<file path="src/rtl/sr2dr_bridge_if.sv">
// sr2dr_bridge_if
//   Bundles the single-rail input handshake and the dual-rail output bus of
//   sr2dr_bridge.
//   master : the bridge's view (accepts words, drives rails, reads acks)
//   slave  : the environment's view (feeds words, watches rails, drives acks)
// Signals:
//   in_valid / in_ready / in_data : single-rail word handshake
//   out_t / out_f                 : true / false rails, one pair per bit
//   out_ack                       : per-bit completion from downstream latches
//   busy / err                    : activity indicator, sticky timeout flag
interface sr2dr_bridge_if #(
  parameter int W = 8
);
  logic         in_valid;
  logic         in_ready;
  logic [W-1:0] in_data;
  logic [W-1:0] out_t;
  logic [W-1:0] out_f;
  logic [W-1:0] out_ack;
  logic         busy;
  logic         err;

  modport master (
    input  in_valid, in_data, out_ack,
    output in_ready, out_t, out_f, busy, err
  );

  modport slave (
    output in_valid, in_data, out_ack,
    input  in_ready, out_t, out_f, busy, err
  );
endinterface

</file>
<file path="src/rtl/sr2dr_bridge.sv">
// sr2dr_bridge
//   Accepts single-rail words over valid/ready, buffers them in a small FIFO
//   and drives each onto a W-bit dual-rail bus with the 4-phase protocol:
//   data wave -> wait all acks high -> spacer -> wait all acks low.
//   A sticky err flag reports a downstream stage that stalls for TIMEOUT
//   cycles in DATA or SPACER; the FSM keeps waiting regardless.
// Parameters:
//   W       : bus width (1..64)
//   DEPTH   : FIFO depth, power of 2, >= 2
//   SYNC    : 0 or 2 synchronizer flops on out_ack
//   TIMEOUT : wait-cycle limit before err sets, 0 disables
// Ports:
//   ck    : clock, rising edge
//   reset : asynchronous active-low reset
//   bus   : sr2dr_bridge_if.master (handshake, rails, acks, busy, err)
module sr2dr_bridge #(
  parameter int W       = 8,
  parameter int DEPTH   = 2,
  parameter int SYNC    = 0,
  parameter int TIMEOUT = 1024
) (
  input  logic                ck,
  input  logic                reset,
  sr2dr_bridge_if.master      bus
);

  localparam int AW = $clog2(DEPTH);
  // $clog2(1) is 0, so a disabled timeout still needs a 1-bit counter.
  localparam int CW = (TIMEOUT > 0) ? $clog2(TIMEOUT + 1) : 1;
  localparam logic [AW:0]   FULL_C = (AW + 1)'(DEPTH);
  localparam logic [CW-1:0] TMAX   = CW'(TIMEOUT);

  typedef enum logic [1:0] {
    IDLE   = 2'd0,
    DATA   = 2'd1,
    SPACER = 2'd2
  } state_t;

  state_t          state_reg;
  logic [W-1:0]    mem [DEPTH];
  logic [AW-1:0]   wr_ptr_reg;
  logic [AW-1:0]   rd_ptr_reg;
  logic [AW:0]     count_reg;
  logic [W-1:0]    t_reg;
  logic [W-1:0]    f_reg;
  logic [CW-1:0]   tcnt_reg;
  logic [CW-1:0]   tcnt_plus;
  logic            err_reg;

  logic [W-1:0]    ack;
  logic            all_hi;
  logic            all_lo;
  logic            empty;
  logic            push;
  logic            pop;
  logic [W-1:0]    head;

  // Ack synchronizer: with SYNC=2 the FSM sees out_ack two edges late.
  generate
    if (SYNC == 2) begin : g_sync
      logic [W-1:0] s1_reg;
      logic [W-1:0] s2_reg;
      always_ff @(posedge ck or negedge reset) begin
        if (!reset) begin
          s1_reg <= '0;
          s2_reg <= '0;
        end else begin
          s1_reg <= bus.out_ack;
          s2_reg <= s1_reg;
        end
      end
      assign ack = s2_reg;
    end else begin : g_nosync
      assign ack = bus.out_ack;
    end
  endgenerate

  // A mixed ack pattern is neither complete nor released.
  assign all_hi = &ack;
  assign all_lo = ~|ack;

  assign empty = (count_reg == '0);
  // Full blocks a push even when a pop happens on the same edge, which
  // keeps in_ready free of any path from the FSM's ack decode.
  assign push  = bus.in_valid && (count_reg != FULL_C);
  assign pop   = !empty && all_lo && ((state_reg == IDLE) || (state_reg == SPACER));
  assign head  = mem[rd_ptr_reg];

  // FIFO storage (no reset needed: count/pointers define validity).
  always_ff @(posedge ck) begin
    if (push) begin
      mem[wr_ptr_reg] <= bus.in_data;
    end
  end

  always_ff @(posedge ck or negedge reset) begin
    if (!reset) begin
      wr_ptr_reg <= '0;
      rd_ptr_reg <= '0;
      count_reg  <= '0;
    end else begin
      if (push) wr_ptr_reg <= wr_ptr_reg + 1'b1;
      if (pop)  rd_ptr_reg <= rd_ptr_reg + 1'b1;
      case ({push, pop})
        2'b10:   count_reg <= count_reg + 1'b1;
        2'b01:   count_reg <= count_reg - 1'b1;
        default: count_reg <= count_reg;
      endcase
    end
  end

  assign tcnt_plus = tcnt_reg + 1'b1;

  // Protocol FSM. Rails are only written on state transitions, and every
  // transition writes either a complementary pair or all zeros, so t&f is
  // never set on any bit.
  always_ff @(posedge ck or negedge reset) begin
    if (!reset) begin
      state_reg <= IDLE;
      t_reg     <= '0;
      f_reg     <= '0;
      tcnt_reg  <= '0;
      err_reg   <= 1'b0;
    end else begin
      case (state_reg)
        IDLE: begin
          tcnt_reg <= '0;
          if (pop) begin
            t_reg     <= head;
            f_reg     <= ~head;
            state_reg <= DATA;
          end
        end
        DATA: begin
          if (all_hi) begin
            t_reg     <= '0;
            f_reg     <= '0;
            tcnt_reg  <= '0;
            state_reg <= SPACER;
          end else begin
            if (tcnt_reg != TMAX) tcnt_reg <= tcnt_plus;
            if ((TIMEOUT != 0) && (tcnt_plus == TMAX)) err_reg <= 1'b1;
          end
        end
        SPACER: begin
          if (all_lo) begin
            tcnt_reg <= '0;
            if (pop) begin
              t_reg     <= head;
              f_reg     <= ~head;
              state_reg <= DATA;
            end else begin
              state_reg <= IDLE;
            end
          end else begin
            if (tcnt_reg != TMAX) tcnt_reg <= tcnt_plus;
            if ((TIMEOUT != 0) && (tcnt_plus == TMAX)) err_reg <= 1'b1;
          end
        end
        default: begin
          state_reg <= IDLE;
          t_reg     <= '0;
          f_reg     <= '0;
          tcnt_reg  <= '0;
        end
      endcase
    end
  end

  assign bus.in_ready = (count_reg != FULL_C);
  assign bus.busy     = (state_reg != IDLE) || !empty;
  assign bus.err      = err_reg;
  assign bus.out_t    = t_reg;
  assign bus.out_f    = f_reg;

endmodule

</file>
<file path="src/flat_wrapper.sv">
// flat-port wrapper written by rule: the top's interface ports become plain ports
module sr2dr_bridge_flat 
#(
  parameter int W       = 8,
  parameter int DEPTH   = 2,
  parameter int SYNC    = 0,
  parameter int TIMEOUT = 1024
)
  (ck, reset, bus_in_valid, bus_in_data, bus_out_ack, bus_in_ready, bus_out_t, bus_out_f, bus_busy, bus_err);
  sr2dr_bridge_if #(.W(W)) bus_i ();
  input  logic ck;
  input  logic reset;
  input wire logic [$bits(bus_i.in_valid)-1:0] bus_in_valid;
  input wire logic [$bits(bus_i.in_data)-1:0] bus_in_data;
  input wire logic [$bits(bus_i.out_ack)-1:0] bus_out_ack;
  output wire logic [$bits(bus_i.in_ready)-1:0] bus_in_ready;
  output wire logic [$bits(bus_i.out_t)-1:0] bus_out_t;
  output wire logic [$bits(bus_i.out_f)-1:0] bus_out_f;
  output wire logic [$bits(bus_i.busy)-1:0] bus_busy;
  output wire logic [$bits(bus_i.err)-1:0] bus_err;
  assign bus_i.in_valid = bus_in_valid;
  assign bus_i.in_data = bus_in_data;
  assign bus_i.out_ack = bus_out_ack;
  assign bus_in_ready = bus_i.in_ready;
  assign bus_out_t = bus_i.out_t;
  assign bus_out_f = bus_i.out_f;
  assign bus_busy = bus_i.busy;
  assign bus_err = bus_i.err;
  sr2dr_bridge #(.W(W), .DEPTH(DEPTH), .SYNC(SYNC), .TIMEOUT(TIMEOUT)) u_core (.ck(ck), .reset(reset), .bus(bus_i));
endmodule
</file>
<file path="config.mk">
export PLATFORM = sky130hd
export DESIGN_NAME = sr2dr_bridge_flat
export DESIGN_NICKNAME = d
export VERILOG_FILES = /design/src/rtl/sr2dr_bridge_if.sv /design/src/rtl/sr2dr_bridge.sv /design/src/flat_wrapper.sv
export SDC_FILE = /design/constraint.sdc
export NUM_CORES = 1
export LEC_CHECK = 0
export CAP_MARGIN = 40
export CORE_MARGIN = 2
export CORE_UTILIZATION = 35
export DETAILED_ROUTE_END_ITERATION = 7
export SYNTH_ARGS = -nofsm -noshare
export SYNTH_HDL_FRONTEND = slang
export SYNTH_SLANG_ARGS = --single-unit
export TNS_END_PERCENT = 20
</file>
<file path="constraint.sdc">
create_clock -name ck -period 2.6 [get_ports ck]
set_clock_uncertainty 0.05 [all_clocks]
set_input_delay 0.26 -clock ck [delete_from_list [all_inputs] [get_ports ck]]
set_output_delay 0.26 -clock ck [all_outputs]
set_load 0.01 [all_outputs]
</file>
==> run summary, run 1 <==
status = finished clean
leak pwr = 0.00108 uW
Crit. End Element = flip-flop
Slew Limit Fails = 0
period utilisation layout = 78.9%
Layout area overhead = 22.9%
vias in the first global route = 1,376
R2R depth = 5
Rel. slew slack = 55.5%
PwrDens = 722 mW/mm^2
Root Driver = clkbuf_8
Startpoint Class = input port
post-CTS setup buffer count = 0
HP Class = in -> async
maxcap violations = 0
Clk Latency, worst-skew pair = 0.30 ns
row count = 29
critical path's top delay family = simple AND/OR/NAND/NOR gates
Critical Path RT = 2.75 ns
fin nets = 247
initial antenna violation count = 0
post-CTS resize count = 0
via/cell ratio = 4.89
Yosys top cell area share = 37.1%
slowest CP cell = clkdlybuf4s50_1
Die Y = 84.9 um
DR WL/cell = 13.8 um
HPWL after detailed placement = 3040 um
Max stage delay on crit path = 0.46 ns
Period minus WS final = 2.05 ns
Critical Path Sink = u_core.bus.out_f[5]$_DFFE_PN0P_
first-pass GRT wire length = 6800 um
number of flip-flops in the largest register = 16
reg-to-reg startpoint = u_core.state_reg[0]$_DFFE_PN0P_
leading register cell type out of synthesis = dfrtp_1
syn avg cell area = 12.5 sq um
critical path peak fanout = 16
top cell type by total area after synthesis = dfrtp_1
H-tree levels = 2
most common cell in the synthesized netlist = dfrtp_1
core area = 0.00635 sq mm
post-synth cell types = 38
clock sink total = 50
maximum clock frequency = 488 MHz
Syn Inst Count = 184
worst slack on hold paths = 0.306 ns
All-Layer GR Usage = 12.0%
Worst R2R Setup Slack = 0.63 ns
total gr overflow = 0
CP arrival = 2.20 ns
reg2reg end = u_core.bus.out_f[5]$_DFFE_PN0P_
buffers and inverters on the worst path = 1
total clock buffers created by CTS = 5
CTS max path bufs = 2
hold buffer count at CTS = 0
Die Wd = 84.9 um
Antenna Diode Count = 0
Final Setup Violations = 0
worst path cell trace = clkdlybuf4s50_1, nor4_4, nand2_1, o2bb2ai_2, nand2b_1, a22o_1
gpl congestion = 0.767
synthesized net count = 210
critical path depth = 6
clk slew on worst S/H paths = 0.10 ns
Final ANT Viol Nets = 0
number of synthesized flops with an enable pin = 16
drt first pass iters = 4
via total after detailed routing = 1,462
Seq cells post-synth = 50
Syn. warnings = 0
DR iter-0 viols = 113
DRC Markers = 0
Hold Fails Final Rpt = 0
share of layout cells above drive strength 1 = 6.76%
Fill cells = 589
Slew @ Worst Pin = 0.666 ns
Initial Utilization = 36.1%
most frequent cells after synthesis = 34 x dfrtp_1, 20 x nor2_1, 16 x edfxtp_1, 10 x mux2i_1, 10 x nand2_1
setup_tns = 0 ns
synth top area cells = dfrtp_1 37%, edfxtp_1 21%, mux2i_1 4.4%
RSZ-0062 raised after global routing = no
CTS tree = built
Ports = 38
Die ar. = 0.00721 sq mm
final wirelength = 4130 um
Netlist Area Pre-Place = 0.00229 sq mm
WS Path Type = in -> reg
largest net degree at the start of global routing = 35
maximum vdd drop = 0.000412 V
asr flop ratio synth = 68.0%
Crit. Startpoint = bus_out_ack[3]
Port-buffer cells = 37
Seq/Total Area, Yosys = 58.1%
-- stage by stage --
| step | util (%) | worst slack (ns) | power [uW] | cell area [sq um] | std cells |
|---|---|---|---|---|---|
| 2_1_floorplan | - | 0.933 | 1390 | 2290 | 184 |
| 3_3_place_gp | 42.8 | 0.283 | 1570 | 2720 | 291 |
| 3_5_place_dp | 42.8 | 0.256 | 1580 | 2720 | 291 |
| 4_1_cts | 44.4 | 0.569 | 2050 | 2820 | 299 |
| 5_1_grt | 44.4 | 0.415 | 2150 | 2820 | 299 |
| 6_report | 44.4 | 0.549 | 2030 | 2820 | 299 |
-- worst min path at each step --
stage	start	to	slack (ns)	cells past startpoint
after floorplan	reset	u_core.bus.err$_DFFE_PN0P_	-0.09	0
after global placement	u_core.bus.err$_DFFE_PN0P_	u_core.bus.err$_DFFE_PN0P_	0.41	1
after detailed placement	u_core.bus.err$_DFFE_PN0P_	u_core.bus.err$_DFFE_PN0P_	0.41	1
after CTS	reset	u_core.tcnt_reg[3]$_DFF_PN0_	0.32	2
after global routing	reset	u_core.tcnt_reg[8]$_DFF_PN0_	0.35	2
final	reset	u_core.tcnt_reg[9]$_DFF_PN0_	0.31	2
-- logic make-up after synthesis --
logic type | synth area share [%]
and+or+nand+nor | 14.4
DFF | 58.1
buffers and inverters | 3.00
adders and majority gates | 3.82
AOI/OAI and AO/OA | 9.67
xor gates and xnor gates | 6.12
muxes | 4.86
-- metal layers --
metal	GRT usage [%]	vias up	share of wire [%]
met5	0	-	0
met4	3.90	0	1.2
li1	-	742	-
met3	2.82	4	2.3
met1	16.5	695	51
met2	18.8	21	46
-- worst reg2reg max path, cell delays in order, from the launching register on --
cell and delay, ns:
dfrtp_1 0.43, inv_1 0.09, ha_1 0.27, o2bb2ai_2 0.21, nand2b_1 0.45, a22o_1 0.36
-- power breakdown --
group | internal, uW | switching [uW] | total [uW]
Combinational | 242 | 287 | 528
Clock | 200 | 278 | 478
Sequential | 945 | 81.1 | 1030
Total | 1390 | 645 | 2030
-- placed cells by master, fill, tap and decap left out, types with 2 or more instances in the layout --
cell type,n
nand2b_1,2
and3_1,2
xor2_1,7
nor4_1,2
nand2_1,10
clkinv_4,2
a21oi_1,2
clkdlybuf4s50_1,37
ha_1,7
o2bb2ai_1,8
nand4_1,5
a31oi_1,2
dfrtp_1,34
nor2_1,20
nor4b_1,2
mux2i_1,10
nand3_1,7
a22o_1,8
clkbuf_8,5
inv_1,6
nor4_4,2
xnor2_1,9
and2_1,2
edfxtp_1,16
-- area by class of cell --
cell class / count / area, sq um / area share [%]
clock buffer: 5 / 68.8 / 2.44
clock inverter: 3 / 28.8 / 1.02
inverter: 6 / 22.5 / 0.800
multi-input combinational: 120 / 891 / 31.6
sequential: 50 / 1330 / 47.3
tap: 77 / 96.3 / 3.42
timing repair buffer: 38 / 378 / 13.4
(Power assumes the default switching activity.)
==> run 2: changes to the inputs <==
==> constraint.sdc (replaced) <==
create_clock -name ck -period 1.7 [get_ports ck]
set_clock_uncertainty 0.05 [all_clocks]
set_input_delay 0.17 -clock ck [delete_from_list [all_inputs] [get_ports ck]]
set_output_delay 0.17 -clock ck [all_outputs]
set_load 0.01 [all_outputs]
==> run 2 against run 1 <==
  * Total power is 71% higher
  * Die area unchanged
  * Utilization grew 4.7 points
  * Combinational power up 120%
  * Setup slack worse by 0.50 ns
  * Sequential power up 50%
  * Routed wire length rose by 8.2%
  * First-iteration DRC count fell by 34%
  * Via count increased by 7.4%
  * Register-to-register slack got worse by 0.55 ns
  * Clock-buffer cell count stayed put
  * Non-clock buffer count is 22 higher
  * Largest power group unchanged
  * Highest routed layer unchanged
==> run summary, run 2 (same netlist as run 1, synthesis figures left out) <==
Final Setup Violations = 0
HP Class = in -> async
share of layout cells above drive strength 1 = 22.1%
CP arrival = 1.79 ns
DRC Markers = 0
Initial Utilization = 36.1%
hold buffer count at CTS = 0
commonest non-fill, non-tap cell in the layout = dfrtp_1
initial antenna violation count = 0
commonest cells after routing, fill and taps aside = 34 x dfrtp_1, 30 x clkdlybuf4s50_1, 22 x buf_4, 17 x nor2_1, 16 x edfxtp_1
first-pass GRT wire length = 7040 um
met2 WL = 2140 um
Pwr Total = 3470 uW
total gr overflow = 0
Fill cells = 553
Max stage delay on crit path = 0.45 ns
via/cell ratio = 4.89
row count = 29
worst path cell trace = clkdlybuf4s50_1, nor4_4, nand2_1, o2bb2ai_4, nand2b_4, buf_12, a22o_1
All-Layer GR Usage = 12.3%
design area = 0.00312 sq mm
Final Util = 49.1%
core area = 0.00635 sq mm
gpl congestion = 0.798
Layout area overhead = 36.1%
largest net degree at the start of global routing = 35
clk slew on worst S/H paths = 0.10 ns
dpl cell area = 0.00287 sq mm
number of flip-flops in the largest register = 16
status = finished clean
Slew @ Worst Pin = 0.480 ns
Rel. slew slack = 68.0%
HPWL after detailed placement = 3140 um
drt first pass iters = 4
Root Driver = clkbuf_8
Crit. End Element = flip-flop
clock sink total = 50
Slew Limit Fails = 0
Critical Path RT = 1.84 ns
H-tree levels = 2
Met1 Wirelength = 2160 um
total clock buffers created by CTS = 5
R2R depth = 8
Hold Fails Final Rpt = 0
DR WL/cell = 13.9 um
slowest CP cell = clkdlybuf4s50_1
maxcap violations = 0
maximum vdd drop = 0.000651 V
critical path peak fanout = 16
maximum clock frequency = 606 MHz
buffers and inverters on the worst path = 2
CTS max path bufs = 2
Die Wd = 84.9 um
CTS tree = built
Period minus WS final = 1.65 ns
Clk Latency, worst-skew pair = 0.30 ns
Startpoint Class = input port
Die ar. = 0.00721 sq mm
critical path's top delay family = simple AND/OR/NAND/NOR gates
DR iter-0 viols = 75
fin nets = 269
Port-buffer cells = 37
final wirelength = 4470 um
period utilisation layout = 97.0%
Final ANT Viol Nets = 0
met3 WL = 109 um
Antenna Diode Count = 0
via total after detailed routing = 1,570
Ports = 38
critical path depth = 7
top layer in use = met4
vias in the first global route = 1,447
Die Y = 84.9 um
WS Path Type = in -> reg
leak pwr = 0.00129 uW
PwrDens = 1110 mW/mm^2
-- run 2: final timing paths --
kind                                                 startpoint                              end  slack, ns
max in group asynchronous                                 reset  u_core.bus.out_t[3]$_DFFE_PN0P_       1.06
worst min register to register       u_core.bus.err$_DFFE_PN0P_       u_core.bus.err$_DFFE_PN0P_       0.44
worst max-delay path                             bus_out_ack[5]  u_core.bus.out_f[3]$_DFFE_PN0P_       0.05
min in group ck                                  bus_in_data[4]       u_core.mem[0][4]$_DFFE_PP_       0.39
worst max register to register  u_core.state_reg[1]$_DFFE_PN0P_  u_core.count_reg[1]$_DFFE_PN0P_       0.08
worst min-delay path                                      reset     u_core.tcnt_reg[8]$_DFF_PN0_       0.22
-- run 2: area by class of cell --
class | count | area [sq um] | area share [%]
flip-flops and latches | 50 | 1330 | 42.7
multi-input cells | 120 | 1000 | 32.2
repair buffers | 60 | 566 | 18.1
well taps | 77 | 96.3 | 3.09
clock buffers | 5 | 68.8 | 2.21
clock inverters | 3 | 28.8 | 0.923
inverters | 6 | 22.5 | 0.722
-- run 2: worst reg2reg max path: cells and delay by family (launching register included) --
family | cells | cell delay (ns)
XOR/XNOR | 2 | 0.30
adder cells (fa/ha/maj) | 2 | 0.36
buffers and inverters | 1 | 0.15
flip-flops | 1 | 0.42
AND/OR/NAND/NOR | 3 | 0.23
-- run 2: metrics by stage --
stage          setup TNS [ns]  hold WS (ns)  std cells  setup slack (ns)
6_report                    0         0.220        321            0.0506
5_1_grt               -0.0317         0.255        321           -0.0220
4_1_cts              -0.00978         0.232        318          -0.00978
3_5_place_dp            -8.30         0.420        310            -0.361
3_3_place_gp            -7.13         0.410        310            -0.288
2_1_floorplan               0        -0.176        184            0.0333
-- run 2: layer usage --
layer,vias up,GRT usage (%)
li1,786,-
met1,756,17.5
met2,24,18.8
met3,4,2.63
met4,0,3.90
met5,-,0
-- run 2: report_power, final --
part | leakage [uW] | switching (uW) | internal [uW] | total (uW)
Combinational | 0.000625 | 561 | 622 | 1180
Sequential | 0.000615 | 110 | 1440 | 1550
Clock | 0.0000502 | 428 | 306 | 734
Total | 0.00129 | 1100 | 2370 | 3470
-- run 2: repair_timing --
| item | in CTS | in global routing |
|---|---|---|
| pin swaps | 1 | 7 |
| gates resized for setup | 4 | 26 |
| setup endpoints to repair | 11 | 19 |
| buffers inserted | 0 | 3 |
